===== src/rtl/mole_round_ctrl_pkg.sv =====
// Shared state encodings and LFSR constants for the whack-a-mole round scheduler.
// No logic; imported by the controller and its interface users.
package mole_round_ctrl_pkg;

    typedef enum logic [1:0] {
        ST_IDLE   = 2'd0,
        ST_GAP    = 2'd1,
        ST_UP     = 2'd2,
        ST_RESULT = 2'd3
    } state_t;

    localparam logic [15:0] LFSR_SEED = 16'hACE1;
    // Right-shifting Fibonacci form: taps 16,14,13,11 land on bits 0,2,3,5.
    localparam logic [15:0] LFSR_TAPS = 16'h002D;

endpackage


===== src/rtl/mole_round_ctrl_if.sv =====
// Game-side bundle for the round scheduler: enable and whacks in, mole lines, result pulses and score out.
// Plain level/pulse signals, no backpressure.
interface mole_round_ctrl_if #(
    parameter int N_MOLES = 4,
    parameter int SCORE_W = 8
);
    logic               game_en;
    logic [N_MOLES-1:0] hit_in;
    logic [N_MOLES-1:0] mole_up;
    logic               hit;
    logic               miss;
    logic               game_over;
    logic [SCORE_W-1:0] score;
    logic [7:0]         round_idx;

    modport master (
        output game_en, hit_in,
        input  mole_up, hit, miss, game_over, score, round_idx
    );

    modport slave (
        input  game_en, hit_in,
        output mole_up, hit, miss, game_over, score, round_idx
    );
endinterface


===== src/rtl/mole_round_ctrl_tick_divider.sv =====
// Prescaler plus tick counter; done is combinational and high on the last cycle of a K-tick dwell.
// clr restarts the dwell on the next edge; no backpressure.
module mole_round_ctrl_tick_divider #(
    parameter int TICK_CYCLES = 50000,
    parameter int TICK_W      = 10
) (
    input  logic              clk,
    input  logic              reset,
    input  logic              clr,
    input  logic [TICK_W-1:0] k,
    output logic              done
);
    localparam int PRE_W = (TICK_CYCLES > 1) ? $clog2(TICK_CYCLES) : 1;
    localparam logic [PRE_W-1:0] PRE_LAST = PRE_W'(TICK_CYCLES - 1);

    logic [PRE_W-1:0]  pre_q;
    logic [TICK_W-1:0] tick_q;
    logic              pre_wrap;

    assign pre_wrap = (pre_q == PRE_LAST);
    assign done     = pre_wrap && (tick_q == k - TICK_W'(1));

    always_ff @(posedge clk) begin
        if (!reset || clr) begin
            pre_q  <= '0;
            tick_q <= '0;
        end else if (pre_wrap) begin
            pre_q  <= '0;
            tick_q <= tick_q + TICK_W'(1);
        end else begin
            pre_q  <= pre_q + PRE_W'(1);
        end
    end
endmodule


===== src/rtl/mole_round_ctrl.sv =====
// Whack-a-mole round scheduler: gap, random mole, wait for hit/timeout; result pulses one cycle after the deciding edge.
// Outputs are registered; no backpressure, game_en low aborts to IDLE.
import mole_round_ctrl_pkg::*;

module mole_round_ctrl #(
    parameter int N_MOLES     = 4,
    parameter int TICK_CYCLES = 50000,
    parameter int GAP_TICKS   = 250,
    parameter int UP_TICKS    = 1000,
    parameter int ROUNDS      = 16,
    parameter int SCORE_W     = 8
) (
    input  logic             clk,
    input  logic             reset,
    mole_round_ctrl_if.slave bus
);
    localparam int IDX_W  = $clog2(N_MOLES);
    localparam int MAX_K  = (GAP_TICKS > UP_TICKS) ? GAP_TICKS : UP_TICKS;
    localparam int TICK_W = $clog2(MAX_K + 1);
    localparam int unsigned LAST_ROUND = ROUNDS - 1;

    state_t             state_q;
    logic [15:0]        lfsr_q;
    logic [N_MOLES-1:0] mole_up_q;
    logic               hit_q;
    logic               miss_q;
    logic               game_over_q;
    logic [SCORE_W-1:0] score_q;
    logic [SCORE_W-1:0] score_d;
    logic [7:0]         round_idx_q;
    logic [IDX_W-1:0]   prev_idx_q;
    logic               prev_vld_q;

    logic               dwell_done;
    logic               tmr_clr;
    logic [TICK_W-1:0]  dwell_k;
    logic               wrong_hit;
    logic               right_hit;
    logic [IDX_W-1:0]   idx_raw;
    logic [IDX_W-1:0]   idx_sel;

    assign wrong_hit = |(bus.hit_in & ~mole_up_q);
    assign right_hit = |(bus.hit_in & mole_up_q);
    assign idx_raw   = lfsr_q[IDX_W-1:0];
    assign idx_sel   = (prev_vld_q && (idx_raw == prev_idx_q)) ? idx_raw + IDX_W'(1) : idx_raw;
    assign score_d   = (&score_q) ? score_q : score_q + SCORE_W'(1);
    assign dwell_k   = (state_q == ST_UP) ? TICK_W'(UP_TICKS) : TICK_W'(GAP_TICKS);

    // The timebase restarts on exactly the edges where the FSM changes state.
    always_comb begin
        tmr_clr = 1'b0;
        case (state_q)
            ST_IDLE:   tmr_clr = bus.game_en;
            ST_GAP:    tmr_clr = !bus.game_en || dwell_done;
            ST_UP:     tmr_clr = !bus.game_en || dwell_done || (|bus.hit_in);
            ST_RESULT: tmr_clr = 1'b1;
        endcase
    end

    mole_round_ctrl_tick_divider #(
        .TICK_CYCLES (TICK_CYCLES),
        .TICK_W      (TICK_W)
    ) u_tick (
        .clk   (clk),
        .reset (reset),
        .clr   (tmr_clr),
        .k     (dwell_k),
        .done  (dwell_done)
    );

    always_ff @(posedge clk) begin
        if (!reset) begin
            state_q     <= ST_IDLE;
            lfsr_q      <= LFSR_SEED;
            mole_up_q   <= '0;
            hit_q       <= 1'b0;
            miss_q      <= 1'b0;
            game_over_q <= 1'b0;
            score_q     <= '0;
            round_idx_q <= '0;
            prev_idx_q  <= '0;
            prev_vld_q  <= 1'b0;
        end else begin
            lfsr_q      <= {^(lfsr_q & LFSR_TAPS), lfsr_q[15:1]};
            hit_q       <= 1'b0;
            miss_q      <= 1'b0;
            game_over_q <= 1'b0;
            case (state_q)
                ST_IDLE: begin
                    mole_up_q <= '0;
                    if (bus.game_en) begin
                        score_q     <= '0;
                        round_idx_q <= '0;
                        prev_vld_q  <= 1'b0;
                        state_q     <= ST_GAP;
                    end
                end
                ST_GAP: begin
                    if (!bus.game_en) begin
                        state_q <= ST_IDLE;
                    end else if (dwell_done) begin
                        mole_up_q  <= N_MOLES'(1) << idx_sel;
                        prev_idx_q <= idx_sel;
                        prev_vld_q <= 1'b1;
                        state_q    <= ST_UP;
                    end
                end
                ST_UP: begin
                    if (!bus.game_en) begin
                        mole_up_q <= '0;
                        state_q   <= ST_IDLE;
                    end else if (wrong_hit || right_hit || dwell_done) begin
                        mole_up_q <= '0;
                        state_q   <= ST_RESULT;
                        if (!wrong_hit && right_hit) begin
                            hit_q   <= 1'b1;
                            score_q <= score_d;
                        end else begin
                            miss_q  <= 1'b1;
                        end
                    end
                end
                ST_RESULT: begin
                    if (!bus.game_en) begin
                        state_q <= ST_IDLE;
                    end else if (32'(round_idx_q) == LAST_ROUND) begin
                        game_over_q <= 1'b1;
                        state_q     <= ST_IDLE;
                    end else begin
                        round_idx_q <= round_idx_q + 8'd1;
                        state_q     <= ST_GAP;
                    end
                end
            endcase
        end
    end

    assign bus.mole_up   = mole_up_q;
    assign bus.hit       = hit_q;
    assign bus.miss      = miss_q;
    assign bus.game_over = game_over_q;
    assign bus.score     = score_q;
    assign bus.round_idx = round_idx_q;
endmodule


===== src/flat_wrapper.sv =====
// flat-port wrapper written by rule: the top's interface ports become plain ports
module mole_round_ctrl_flat 
#(
    parameter int N_MOLES     = 4,
    parameter int TICK_CYCLES = 50000,
    parameter int GAP_TICKS   = 250,
    parameter int UP_TICKS    = 1000,
    parameter int ROUNDS      = 16,
    parameter int SCORE_W     = 8
)
  (clk, reset, bus_game_en, bus_hit_in, bus_mole_up, bus_hit, bus_miss, bus_game_over, bus_score, bus_round_idx);
  mole_round_ctrl_if #(.N_MOLES(N_MOLES), .SCORE_W(SCORE_W)) bus_i ();
  input  logic clk;
  input  logic reset;
  input wire logic [$bits(bus_i.game_en)-1:0] bus_game_en;
  input wire logic [$bits(bus_i.hit_in)-1:0] bus_hit_in;
  output wire logic [$bits(bus_i.mole_up)-1:0] bus_mole_up;
  output wire logic [$bits(bus_i.hit)-1:0] bus_hit;
  output wire logic [$bits(bus_i.miss)-1:0] bus_miss;
  output wire logic [$bits(bus_i.game_over)-1:0] bus_game_over;
  output wire logic [$bits(bus_i.score)-1:0] bus_score;
  output wire logic [$bits(bus_i.round_idx)-1:0] bus_round_idx;
  assign bus_i.game_en = bus_game_en;
  assign bus_i.hit_in = bus_hit_in;
  assign bus_mole_up = bus_i.mole_up;
  assign bus_hit = bus_i.hit;
  assign bus_miss = bus_i.miss;
  assign bus_game_over = bus_i.game_over;
  assign bus_score = bus_i.score;
  assign bus_round_idx = bus_i.round_idx;
  mole_round_ctrl #(.N_MOLES(N_MOLES), .TICK_CYCLES(TICK_CYCLES), .GAP_TICKS(GAP_TICKS), .UP_TICKS(UP_TICKS), .ROUNDS(ROUNDS), .SCORE_W(SCORE_W)) u_core (.clk(clk), .reset(reset), .bus(bus_i));
endmodule

===== config.mk =====
export PLATFORM = sky130hd
export DESIGN_NAME = mole_round_ctrl_flat
export DESIGN_NICKNAME = d
export VERILOG_FILES = /design/src/rtl/mole_round_ctrl_pkg.sv /design/src/rtl/mole_round_ctrl_if.sv /design/src/rtl/mole_round_ctrl_tick_divider.sv /design/src/rtl/mole_round_ctrl.sv /design/src/flat_wrapper.sv
export SDC_FILE = /design/constraint.sdc
export NUM_CORES = 1
export LEC_CHECK = 0
export ABC_CLOCK_PERIOD_IN_PS = 1850
export BUFFER_PORTS_ARGS = -buffer_cell sky130_fd_sc_hd__buf_2
export CAP_MARGIN = 0
export CORE_UTILIZATION = 25
export CTS_CLUSTER_SIZE = 28
export DETAILED_ROUTE_END_ITERATION = 8
export HOLD_SLACK_MARGIN = 0.1
export SLEW_MARGIN = 20
export SYNTH_ARGS = -nofsm -noshare
export SYNTH_HDL_FRONTEND = slang
export SYNTH_SLANG_ARGS = --single-unit

===== constraint.sdc =====
create_clock -name clk -period 1.85 [get_ports clk]
set_clock_uncertainty 0.15 [all_clocks]
set_input_delay 0.37 -clock clk [delete_from_list [all_inputs] [get_ports clk]]
set_output_delay 0.37 -clock clk [all_outputs]
set_load 0.005 [all_outputs]

==> metrics list <==
- The flow ran to the end, but the final reports show violations.
- The final reports fail on setup timing.
* Num CTS Buffers: 9
- Final hold violation count: 0
* Cell count after synthesis: about 340
- Worst Path Class, Setup: flop to flop
* Area of the mapped netlist: slightly above 0.003 sq mm
- Once detail routing completed, the nets flagged for antenna violations numbered 0.
- Routed length per instance: about 13 um
* Kind of path behind the tightest hold check: flop to flop
- Routability-driven placement finished with a final weighted congestion of 0.7527.
- Once layout is done, the placed cells without fillers occupy ~0.0045 sq mm.
- Of the total synthesized cell area, the portion taken by AND, OR, NAND and NOR gates is 29.40%.
- YS warnings: 0
* Width of the chip: roughly 110 um
- DP Wirelength: ~5500 um
* Predominant post-synthesis flop cell: sky130_fd_sc_hd__dfxtp_1
- After global routing the overflow that remains totals 0.
* Total power density per cell area: 809.0 mW/mm^2
* Clk_lat worst skew: around 340 ps
- For this run, global-route usage on met1 was measured as 14.47%.
* Maximum fanout encountered on the critical timing path: 4
* Clock sink count: 70
- Along the worst hold path, the cell count comes to 1.
* Via count of the first global-routing pass: between 2000 and 3000
- Worst slew margin relative to its limit: 67.65%
* Overall die height: about 110 um
- Period utilization: 111.2%
- Timing analysis after detailed placement gives a worst setup slack of -211.1 ps.
* Kind of end point of the critical path: flop
- Clock-pin slew on the worst setup and hold paths: approximately 60 ps
* Share of flip-flops with an asynchronous set or reset: 0%
- After clock tree synthesis, the flow added hold-fix buffers numbering 0.
- The final number of max-transition violations is 0.
- The H-tree was split into 3 levels.
* Clock tree from TritonCTS: done
- Arrival time at the worst endpoint: around 2200 ps
* Worst Hold Launch: u_core.lfsr_q[6]
* Number of antenna violations at the first check in global routing: 1
* Vias per Instance: approximately 4.5
- First-pass DRT Iterations: 4
* Xor and xnor area share after synthesis: 9.058%
- Summing the areas of all fa, ha and maj instances in the mapped netlist gives under 10% of the synthesized area.
- After synthesis the netlist holds a flip-flop and latch count of 70.
- After detailed placement, the design holds a cell count of 583.
- Summed over all cells, the static leakage comes to roughly 1.8 nW.
- Antenna cell count: 0
- Root buffer cell: sky130_fd_sc_hd__clkbuf_16
- Max-cap viol count: 0
* Distinct cell type count after synthesis: just under 50
- For this run, the post-layout net count is about 450.
- Data on the critical path is required at its endpoint by approximately 2000 ps.
* Number of fill cells in the layout: between 1000 and 1500
* Synthesized-area fraction occupied by ao, oa, aoi and oai cells: 9.867%
- Hold slack final: roughly 260 ps
- By area, the combinational part of the netlist is dominated by simple AND/OR/NAND/NOR gates.
* Worst reg2reg setup slack: -210 ps
- Maximum number of pins on one net before global-route repair: 26
* DRC: 0
* Number of cell rows: 40
* Sequential cell area: between 0.001 and 0.0015 sq mm
- Averaged over all synthesized cells, the footprint is approximately 9 sq um.
- Once the floorplan was initialized, standard cells occupied roughly a quarter of the core.
- Final-report setup violation count: 22
- Global routing consumed, on the met2 layer, slightly above 20% of the routing resources.
- IR analysis of the VDD net gives a maximum drop of 0.0005584 V.
- Setup repair after global routing could not meet its margin everywhere.
* Slack of the critical path: -206.4 ps
* Placeable core area: roughly 0.012 sq mm
* Total number of vias: roughly 2800
- Actual transition at the worst max-transition pin: about 480 ps
- After the flow finishes, the layout carries non-filler instances totaling 608.
- For this run, the top clock speed supported by timing is a little under 0.5 GHz.
* Overall fraction of global-route tracks in use: 12.51%
- Clock tree buffer depth: 2
- Area post-placement: 0.003911 sq mm
* Port-buffer cells: 29
- I/O pin count: 30
- Sequential cells were found to cover between 40% and 50% of the synthesized design area.
* Net Count, Synth: between 300 and 400
* Mux cell area share after synthesis: 2.264%
* Startpoint of the most critical register-to-register path: u_core.bus.score[0]
- Kind of start point of the critical path: flop
- Layout overhead on the synthesized area: 45.29%
* Total power draw: ~0.0036 W
* Hold EP: u_core.lfsr_q[5]
- For this block, the initial DRC count from the detailed router was 84.
- Area of the multi-input gates: 0.001799 sq mm
- The layer flagged by global routing as most heavily used is met2.
- The first global-routing pass estimated ~12000 um of wire.
- Logic depth of the worst register-to-register path: 6
- Share of cells above drive strength 1: between 30% and 40%
- The endpoint identified for the worst register-to-register timing path is u_core.bus.score[3].
- Final critical delay including setup and external delays: 2056 ps
* Total die area: ~0.013 sq mm
- Number of flops mapped to enable cells by yosys: 0
- For met3 alone, demand over resource in global routing was 5.356%.
- Total wirelength of the detailed-routed design: between 7000 and 8000 um
## metrics by stage
| step | TNS [ps] | util, % |
|---|---|---|
| final | -1565 | 37.27 |
| after global routing | -3018 | 37.27 |
| after CTS | -1186 | 35.80 |
| after detailed placement | -5461 | 32.43 |
| after global placement | -4446 | 32.43 |
| after floorplan | -440.8 | - |
## cell usage in the layout (no fill, tap or decap), types with 5 or more instances in the layout
master | Yosys | routed
sky130_fd_sc_hd__and3_1 | 20 | 17
sky130_fd_sc_hd__inv_1 | 9 | 9
sky130_fd_sc_hd__o211ai_1 | 6 | 6
sky130_fd_sc_hd__nand4_1 | 10 | 10
sky130_fd_sc_hd__dfxtp_2 | 0 | 9
sky130_fd_sc_hd__or3_1 | 9 | 8
sky130_fd_sc_hd__nand2b_1 | 12 | 12
sky130_fd_sc_hd__buf_2 | 5 | 29
sky130_fd_sc_hd__xor2_1 | 19 | 19
sky130_fd_sc_hd__mux2i_1 | 7 | 7
sky130_fd_sc_hd__xnor2_1 | 13 | 13
sky130_fd_sc_hd__a21oi_2 | 1 | 5
sky130_fd_sc_hd__dfxtp_1 | 70 | 61
sky130_fd_sc_hd__clkbuf_16 | 0 | 10
sky130_fd_sc_hd__nand2_1 | 26 | 26
sky130_fd_sc_hd__and2_1 | 12 | 11
sky130_fd_sc_hd__nand3_1 | 9 | 9
sky130_fd_sc_hd__buf_4 | 0 | 59
sky130_fd_sc_hd__nor2_1 | 38 | 37
## Yosys cell counts, drive strengths merged, types with 6 or more instances
cell type	count	share of area [%]
o211ai	6	1.5
xnor2	13	3.7
dfxtp	70	45
inv	9	1.1
or3	9	1.8
mux2i	7	2.3
and2	12	2.4
xor2	19	5.4
nor2	38	4.6
a21oi	9	1.6
and3	20	4.0
nand3	9	1.5
nor4	6	1.8
nand2b	12	2.4
o21ai	7	1.1
nand4	10	2.0
nand2	26	3.2
## cell families (layout without fill, tap and decap cells)
group,after synthesis,after routing
AOI/OAI and AO/OA,41,41
DFF,70,70
buffers and inverters,19,121
xor gates and xnor gates,32,32
muxes,7,7
and+or+nand+nor,165,165
adders and majority gates,4,4
## worst max-delay path: stages (launching register included)
cell                      delay (ps)
sky130_fd_sc_hd__dfxtp_2         330
sky130_fd_sc_hd__ha_4            150
sky130_fd_sc_hd__and3_4          160
sky130_fd_sc_hd__and3_4          160
sky130_fd_sc_hd__o41a_1          360
sky130_fd_sc_hd__or4_4           550
sky130_fd_sc_hd__a21oi_2         120
## worst max-delay path by stage
stage,startpoint,cells after the start,slack (ps),to
finish,u_core.bus.score[0],6,-210,u_core.bus.score[3]
global route,u_core.bus.score[0],6,-280,u_core.bus.score[3]
CTS,u_core.bus.score[0],7,-190,u_core.bus.score[4]
detailed placement,u_core.bus.score[0],7,-210,u_core.bus.score[5]
global placement,bus_hit_in[0],6,-150,u_core.u_tick.pre_q[9]
floorplan,u_core.bus.score[0],6,-130,u_core.bus.score[3]
## where the power goes
part	total [W]	switching, W	internal, W
sequential	0.00155	0.0000145	0.00154
combinational	0.000186	0.000100	0.0000858
clock	0.00190	0.000672	0.00123
## routing by layer
| layer | routed length [um] | up-vias |
|---|---|---|
| met1 | 3527 | 1308 |
| li1 | - | 1384 |
| met5 | 0 | - |
| met2 | 3619 | 56 |
| met3 | 382 | 12 |
| met4 | 116 | 0 |
## sequential cells by signal, indices dropped and copies added, names as in the netlist
signal and count:
u_core.lfsr_q 16, u_core.u_tick.pre_q 16, u_core.u_tick.tick_q 10, u_core.bus.round_idx 8, u_core.bus.score 8, u_core.bus.mole_up 4
u_core.prev_idx_q 2, u_core.state_q 2, u_core.bus.game_over 1, u_core.bus.hit 1, u_core.bus.miss 1, u_core.prev_vld_q 1
## cell type report
cell class                 count  share of cell area [%]
clock inverter                 6                   2.060
inverter                       9                  0.7515
tap                          168                   4.676
multi-input combinational    249                   40.02
sequential                    70                   31.42
timing repair buffer          96                   15.75
clock buffer                  10                   5.316
## repair_timing
item                                    in CTS  in global routing
setup buffers                                2                  5
gates cloned                                 0                  2
gates resized for setup                     13                 25
endpoints found under the hold margin        0                  0
endpoints found under the setup margin      43                 32
pin swaps                                    5                 13
(Power assumes the default switching activity.)
